**config.mk**
```make
export PLATFORM = sky130hd
export DESIGN_NAME = unidade_adiantamento
export DESIGN_NICKNAME = d
export VERILOG_FILES = /design/src/rtl/unidade_adiantamento.sv
export SDC_FILE = /design/constraint.sdc
export NUM_CORES = 1
export LEC_CHECK = 0
export BUFFER_PORTS_ARGS = -buffer_cell sky130_fd_sc_hd__buf_2
export CAP_MARGIN = 5
export CORE_MARGIN = 4
export CORE_UTILIZATION = 51
export DETAILED_ROUTE_END_ITERATION = 7
export PLACE_DENSITY = 0.82
export SLEW_MARGIN = 5
export SYNTH_ARGS = -nofsm -noshare
export SYNTH_HDL_FRONTEND = slang
export SYNTH_SLANG_ARGS = --single-unit
```
**constraint.sdc**
```tcl
create_clock -name clock -period 2.11 [get_ports clock]
set_clock_uncertainty 0.1 [all_clocks]
set_input_delay 0.211 -clock clock [delete_from_list [all_inputs] [get_ports clock]]
set_output_delay 0.211 -clock clock [all_outputs]
set_load 0.1 [all_outputs]
```
**src/rtl/unidade_adiantamento.sv**
```systemverilog
// Hazard controller beside the ID/EX register: registers the EX operand-mux selects and
// stalls IF/ID on load-use and busy-multiplier hazards.
module unidade_adiantamento #(
  parameter int LATENCIA_MULT = 4,
  parameter int LARGURA_REG   = 5
) (
  input  logic                   clock,
  input  logic                   reset,
  input  logic                   valido_id,
  input  logic [LARGURA_REG-1:0] rs_id,
  input  logic [LARGURA_REG-1:0] rt_id,
  input  logic                   usa_rs_id,
  input  logic                   usa_rt_id,
  input  logic [LARGURA_REG-1:0] dest_id,
  input  logic                   escreve_id,
  input  logic                   load_id,
  input  logic                   mult_id,
  input  logic                   usa_hilo_id,
  input  logic                   pausa_mem,
  output logic [1:0]             sel_a,
  output logic [1:0]             sel_b,
  output logic                   parar,
  output logic                   bolha
);

  localparam int LARGURA_CONT = $clog2(LATENCIA_MULT + 1);

  typedef enum logic [1:0] {
    SEL_REGFILE = 2'b00,
    SEL_WB      = 2'b01,
    SEL_ALU     = 2'b10
  } sel_t;

  typedef struct packed {
    logic [LARGURA_REG-1:0] dest;
    logic                   escreve;
    logic                   load;
  } estagio_ex_t;

  // The WB stage never forwards (write-before-read register file), and the MEM stage forwards
  // loads and ALU results alike, so only EX needs the load flag.
  estagio_ex_t             est_ex;
  logic [LARGURA_REG-1:0]  mem_dest;
  logic                    mem_escreve;
  logic [LARGURA_CONT-1:0] ocupado;

  logic conflito_load;
  logic conflito_hilo;
  logic entra_ex;
  sel_t sel_a_prox;
  sel_t sel_b_prox;

  function automatic sel_t calc_sel(input logic [LARGURA_REG-1:0] x, input logic usa,
                                    input estagio_ex_t ex, input logic [LARGURA_REG-1:0] m_dest,
                                    input logic m_escreve);
    // NOTE: default assigned first so every path drives the result; no latch is inferred.
    calc_sel = SEL_REGFILE;
    if (usa && (x != '0)) begin
      if (ex.escreve && (ex.dest == x) && !ex.load) calc_sel = SEL_ALU;
      else if (m_escreve && (m_dest == x))          calc_sel = SEL_WB;
    end
  endfunction

  assign conflito_load = est_ex.load && est_ex.escreve && (est_ex.dest != '0) &&
                         ((usa_rs_id && (rs_id == est_ex.dest)) ||
                          (usa_rt_id && (rt_id == est_ex.dest)));
  assign conflito_hilo = (ocupado != '0) && valido_id && (usa_hilo_id || mult_id);

  assign parar    = (conflito_load | conflito_hilo) & ~pausa_mem;
  assign bolha    = parar;
  assign entra_ex = valido_id & ~parar;

  assign sel_a_prox = calc_sel(rs_id, usa_rs_id, est_ex, mem_dest, mem_escreve);
  assign sel_b_prox = calc_sel(rt_id, usa_rt_id, est_ex, mem_dest, mem_escreve);

  // NOTE: non-blocking assignments so every stage samples the pre-edge value of the one before.
  always_ff @(posedge clock or posedge reset) begin
    if (reset) begin
      est_ex      <= '0;
      mem_dest    <= '0;
      mem_escreve <= 1'b0;
      sel_a       <= SEL_REGFILE;
      sel_b       <= SEL_REGFILE;
    end else if (!pausa_mem) begin
      mem_dest    <= est_ex.dest;
      mem_escreve <= est_ex.escreve;
      if (entra_ex) begin
        est_ex <= '{dest: dest_id, escreve: escreve_id, load: load_id};
        sel_a  <= sel_a_prox;
        sel_b  <= sel_b_prox;
      end else begin
        est_ex <= '0;
        sel_a  <= SEL_REGFILE;
        sel_b  <= SEL_REGFILE;
      end
    end
  end

  // The multiplier keeps running while memory stalls, so the countdown ignores pausa_mem.
  always_ff @(posedge clock or posedge reset) begin
    if (reset) begin
      ocupado <= '0;
    end else if (!pausa_mem && entra_ex && mult_id) begin
      ocupado <= LARGURA_CONT'(LATENCIA_MULT);
    end else if (ocupado != '0) begin
      ocupado <= ocupado - LARGURA_CONT'(1);
    end
  end

endmodule

```
==> results_dict.tcl, run 1 <==
set metrics [dict create \
    hold_viol_final 0 \
    min_from "dest_id[0]" \
    crit_arrival_ns 1.86 \
    ys_seq_area_share_pct 43.8 \
    clock.fmax_mhz 461 \
    final_core_util_pct 73.5 \
    drt_iter0_drc 11 \
    nets 170 \
    cp.required_ns 1.80 \
    cp-startpoint "est_ex[5]$_DFFE_PP0N_" \
    final_cell_area_mm2 0.00150 \
    finalCritPeriodShare_pct 103 \
    synth_async_sr_flop_share_pct 100 \
    grt_pass1_wl_um 4470 \
    path_max_fanout 5 \
    grt_pass1_vias 967 \
    crit_chain "xor2_1 -> nor3_2 -> a2bb2o_4 -> nand2_2 -> a21oi_4 -> buf_12" \
    via_count 952 \
    clk_latency_ns 0.32 \
    coreArea_mm2 0.00204 \
    cts-root-buf "clkbuf_4" \
    start_util_pct 55.9 \
    power_leakage_uw 0.000713 \
    drive_above_1_share_pct 46.5 \
    die_w_um 55.3 \
    ioPinCount 31 \
    place_congestion 0.831 \
    r2r_end "ocupado[2]$_DFFE_PP0P_" \
    synth_cells 103 \
    vdd_drop_max_uv 648 \
    r2r_slack_ns 0.01 \
    synth_edf_count 0 \
    yosysWarnings 0 \
    slew_viol_final 0 \
    drcViolationCount 0 \
    period_minus_slack_ns 2.17 \
    cts_buffers 3 \
    worstHoldPathCells 2 \
    die_area_mm2 0.00306 \
    syn_nets 130 \
    cpMaxStageDelayCell "dfrtp_1" \
    syn_area_per_cell_um2 11.1 \
    htree_levels 1 \
    syn_area_mm2 0.00114 \
    synth-main-ff-cell "dfrtp_1" \
    slowest_delay_ns 0.46 \
    first_pass_iters 4 \
    combPwrFrac_pct 33.4 \
    setup_viol 2 \
    status "finished, violations left" \
    cellPowerDensity_mw_per_mm2 832 \
    cts_tree "done" \
    die_h_um 55.3 \
    io_buffers 30 \
    power_frac_seq_pct 40.8 \
    clkSinkCount 20 \
    drt_wl_total_um 2730 \
    hp-class "input pin to flip-flop" \
    worstMarginPinSlew_ns 0.730 \
    worst-path-buf-inv 1 \
    grt_max_degree 21 \
    p_switching_uw 400 \
    track_usage_pct 18.0 \
    area_growth_pct 31.4 \
    wl_per_cell_um 16.2 \
    timing.rr.start "est_ex[2]$_DFFE_PP0N_" \
    endpoint_kind "output port" \
    power.total_uw 1250 \
    crit_type "flip-flop to output port" \
    r2r_cells 7 \
    clkTransAtPathRegs_ns 0.13 \
    rsz0062_at_grt "yes" \
    slew_headroom_pct 51.2 \
    hold_slack_ns 0.00240 \
    cp-start-kind "flip-flop" \
    cp.depth 6 \
    cts_max_path_buffers 2 \
    maxCapViolCount 0 \
    violations "negative setup slack" \
    rows 16 \
    swShare_pct 32.0 \
    overflow 0 \
    hpwlAfterDp_um 2050 \
    pwr-share-clk_pct 25.9 \
    synthDistinctLibCells 35 \
    ant_nets 0 \
    whs_endpoint "est_ex[2]$_DFFE_PP0N_" \
    via_per_inst 5.63 \
    intPower_uw 849 \
    crit_family "flip-flops" \
    num_antenna_cells 0 \
    fin_ws_ns -0.0600 \
    synth_seq_cells 20 \
    place_area_mm2 0.00137 \
    antenna_found_initial 0 \
]
==> synth_stat cells (2+ instances only) <==
cell type	count	area share, %
nor2_1	2	0.66
nor3b_1	2	1.3
nand3_1	3	1.3
dfrtp_1	20	44
ha_1	2	2.2
nand2_1	6	2.0
o31ai_1	2	1.3
mux2_2	6	5.9
xor2_1	9	6.9
o21ai_0	3	1.3
a22o_2	7	6.1
or4_1	2	1.3
xnor2_1	12	9.2
inv_1	3	0.99
nor3_1	2	0.88
clkbuf_1	2	0.66
a21oi_1	2	0.88
==> logic make-up (layout without fill, tap and decap cells) <==
group	after synthesis	after routing	synth area share, %
AOI/OAI and AO/OA	22	22	16.2
xor gates and xnor gates	21	21	16.1
adders and majority gates	2	2	2.19
buffers and inverters	7	46	3.29
DFF	20	20	43.8
muxes	6	6	5.91
and+or+nand+nor	25	25	12.5
==> registers in the layout (all words and copies together) (netlist names) <==
name and flops:
sel_a 2, mem_dest 5, sel_b 2, ocupado 3, mem_escreve 1, est_ex 7
==> cell usage in the layout (no fill, tap or decap), drive strengths merged, types with 2 or more instances in the layout <==
master,netlist,final
o31ai,2,2
xor2,9,9
nor3b,2,2
or4,2,2
a22o,8,8
nor3,2,2
clkbuf,2,3
nor2,2,2
buf,2,38
nand2,6,6
dfrtp,20,20
xnor2,12,12
a21oi,3,3
nand3,3,3
mux2,6,6
inv,3,3
ha,2,2
o21ai,3,3
==> per-layer routing <==
| layer | vias to the layer above | share of wire (%) | routed length, um | track usage, % |
|---|---|---|---|---|
| met4 | 0 | 2.9 | 80 | 7.99 |
| met5 | - | 0 | 0 | 0 |
| met1 | 451 | 45 | 1220 | 24.3 |
| li1 | 455 | - | - | - |
| met2 | 35 | 47 | 1270 | 27.0 |
| met3 | 11 | 5.7 | 155 | 4.66 |
==> stage by stage <==
stage	worst slack (ns)	std cells	setup TNS, ns
after floorplan	-0.104	103	-0.104
after global placement	0.241	159	0
after detailed placement	0.215	159	0
after CTS	-0.0367	166	-0.0721
after global routing	-0.122	169	-0.755
final	-0.0600	169	-0.118
==> power groups by stage <==
stage	sequential [uW]	combinational, uW	clock [uW]
floorplan	497	299	0
global placement	510	371	0
detailed placement	515	386	0
CTS	508	404	323
global route	518	456	339
finish	510	417	323
==> repair_timing <==
action,CTS,global route
setup endpoints to repair,2,2
hold buffers,1,0
pin swaps,0,2
buffers inserted,2,3
hold endpoints to repair,20,0
gates resized for setup,7,1
==> worst max-delay path by stage <==
stage                                   endpoint  slack (ns)
final                                      parar       -0.06
after global routing                       parar       -0.12
after CTS                                  parar       -0.04
after detailed placement  ocupado[2]$_DFFE_PP0P_        0.21
after global placement    ocupado[2]$_DFFE_PP0P_        0.24
after floorplan                            parar       -0.10
==> final cells by class <==
type | count | area, um^2
Tap cell | 27 | 33.8
Fill cell | 146 | 541
Clock inverter | 1 | 30.0
Inverter | 3 | 11.3
Multi-Input combinational cell | 76 | 646
Clock buffer | 3 | 22.5
Sequential cell | 20 | 504
Timing Repair Buffer | 39 | 254
No activity file was read; power rests on OpenSTA's default activity.
==> run 2: changes to the inputs <==
CORE_UTILIZATION = 30   (was 51)
PLACE_DENSITY = 0.55   (was 0.82)
SETUP_SLACK_MARGIN = 0.02   (was default)
==> results_dict.tcl, run 2 (synthesized netlist as in run 1, its figures left out) <==
set metrics [dict create \
    status "finished, violations left" \
    violations "negative hold slack" \
    r2r_cells 8 \
    crit_type "flip-flop to output port" \
    combPwrFrac_pct 35.2 \
    cellPowerDensity_mw_per_mm2 790 \
    power.total_uw 1240 \
    finalCritPeriodShare_pct 98.3 \
    die_area_mm2 0.00486 \
    antenna_found_initial 0 \
    rsz0062_at_grt "yes" \
    place_congestion 0.821 \
    period_minus_slack_ns 2.07 \
    num_antenna_cells 0 \
    slowest_delay_ns 0.45 \
    drive_above_1_share_pct 50.7 \
    track_usage_pct 11.7 \
    crit_family "flip-flops" \
    crit_arrival_ns 1.76 \
    clkTransAtPathRegs_ns 0.08 \
    nets 174 \
    die_w_um 69.7 \
    ctsHoldBuffers 0 \
    cts_tree "done" \
    final_cell_mix "buf_2 (28), dfrtp_1 (16), buf_4 (13)" \
    final_cell_area_mm2 0.00157 \
    drcViolationCount 0 \
    grt_pass1_wl_um 4600 \
    power_leakage_uw 0.000734 \
    cts_max_path_buffers 2 \
    drt_wl_total_um 2850 \
    slew_viol_final 0 \
    top_regs "est_ex: 7 flops, mem_dest: 5 flops, ocupado: 3 flops" \
    wl_per_cell_um 14.7 \
    n_fill_cell 353 \
    htree_levels 1 \
    slew_headroom_pct 48.3 \
    maxCapViolCount 0 \
    cpMaxStageDelayCell "dfrtp_2" \
    r2r_slack_ns 0.11 \
    hp-class "input pin to asynchronous set/reset pin" \
    cp.required_ns 1.80 \
    clk_latency_ns 0.26 \
    cts-root-buf "clkbuf_8" \
    drt_iter0_drc 22 \
    cts_buffers 3 \
    intPower_uw 843 \
    io_buffers 30 \
    path_max_fanout 4 \
    via_per_inst 4.83 \
    dpl.cell_count 181 \
    hpwlAfterDp_um 2200 \
    die_h_um 69.7 \
    place_area_mm2 0.00140 \
    swShare_pct 32.1 \
    hold_viol_final 20 \
    start_util_pct 31.2 \
    ant_nets 0 \
    coreArea_mm2 0.00366 \
    worst-path-buf-inv 1 \
    crit_chain "xnor2_1 -> nand3_1 -> a2bb2o_4 -> nand2_2 -> a21oi_4 -> buf_12" \
    hold_slack_ns -0.0180 \
    largest_reg_flops 7 \
    top_register "est_ex" \
    timing.rr.start "est_ex[6]$_DFFE_PP0N_" \
    pwr-share-clk_pct 23.7 \
    clock.fmax_mhz 482 \
    grt_pass1_vias 986 \
    p_switching_uw 398 \
    overflow 0 \
    rows 22 \
    vdd_drop_max_uv 306 \
    first_pass_iters 4 \
    via_count 937 \
    fin_cells 194 \
    area_growth_pct 37.5 \
    cp-start-kind "flip-flop" \
    setup_viol 0 \
    clkSinkCount 20 \
    worstMarginPinSlew_ns 0.775 \
    cp-startpoint "est_ex[6]$_DFFE_PP0N_" \
    layout_commonest_cell "buf_2" \
    power_frac_seq_pct 41.1 \
    grt_max_degree 21 \
    ioPinCount 31 \
    endpoint_kind "output port" \
    r2r_end "ocupado[2]$_DFFE_PP0P_" \
]
-- run 2: how the worst max path moves through the flow --
| stage | to | slack (ns) | cells past startpoint |
|---|---|---|---|
| floorplan | parar | -0.10 | 6 |
| global placement | ocupado[2]$_DFFE_PP0P_ | 0.24 | 6 |
| detailed placement | ocupado[2]$_DFFE_PP0P_ | 0.21 | 6 |
| CTS | parar | 0.02 | 6 |
| global route | bolha | -0.06 | 6 |
| finish | parar | 0.04 | 6 |
-- run 2: metal layers --
metal / vias up / routed length (um) / GRT usage (%)
met5: - / 0 / 0
met3: 2 / 117 / 2.32
met4: 0 / 27 / 3.19
li1: 460 / - / -
met2: 17 / 1410 / 19.9
met1: 458 / 1290 / 14.9
-- run 2: cell type report --
class / instances / area [um^2] / area share, %
clock buffers: 4 / 55.1 / 3.51
inverters: 3 / 11.3 / 0.717
multi-input cells: 76 / 661 / 42.1
flip-flops and latches: 20 / 505 / 32.2
well taps: 48 / 60.1 / 3.82
repair buffers: 43 / 278 / 17.7
-- run 2: power groups by stage --
stage	clock (uW)	combinational (uW)	sequential, uW
final	294	437	509
after global routing	322	489	517
after CTS	300	429	507
after detailed placement	0	405	513
after global placement	0	398	511
after floorplan	0	299	497
-- run 2: worst register-to-register path: stages (launching register included) --
cell	delay (ns)
dfrtp_2	0.45
xnor2_1	0.24
nand3_1	0.13
a2bb2o_4	0.22
buf_4	0.10
buf_4	0.09
a21oi_2	0.05
buf_4	0.15
a221o_2	0.37
-- run 2: what timing repair did --
item,CTS,global route
pin swaps,3,5
gates resized for setup,6,4
setup buffers,5,4
cloned,0,0
setup endpoints to repair,2,2
-- run 2: through the flow --
step	TNS (ns)	setup WS [ns]	utilization, %
6_report	0	0.0356	42.9
5_1_grt	-0.112	-0.0561	42.9
4_1_cts	0	0.0233	41.6
3_5_place_dp	0	0.215	38.3
3_3_place_gp	0	0.237	38.3
2_1_floorplan	-0.104	-0.104	-
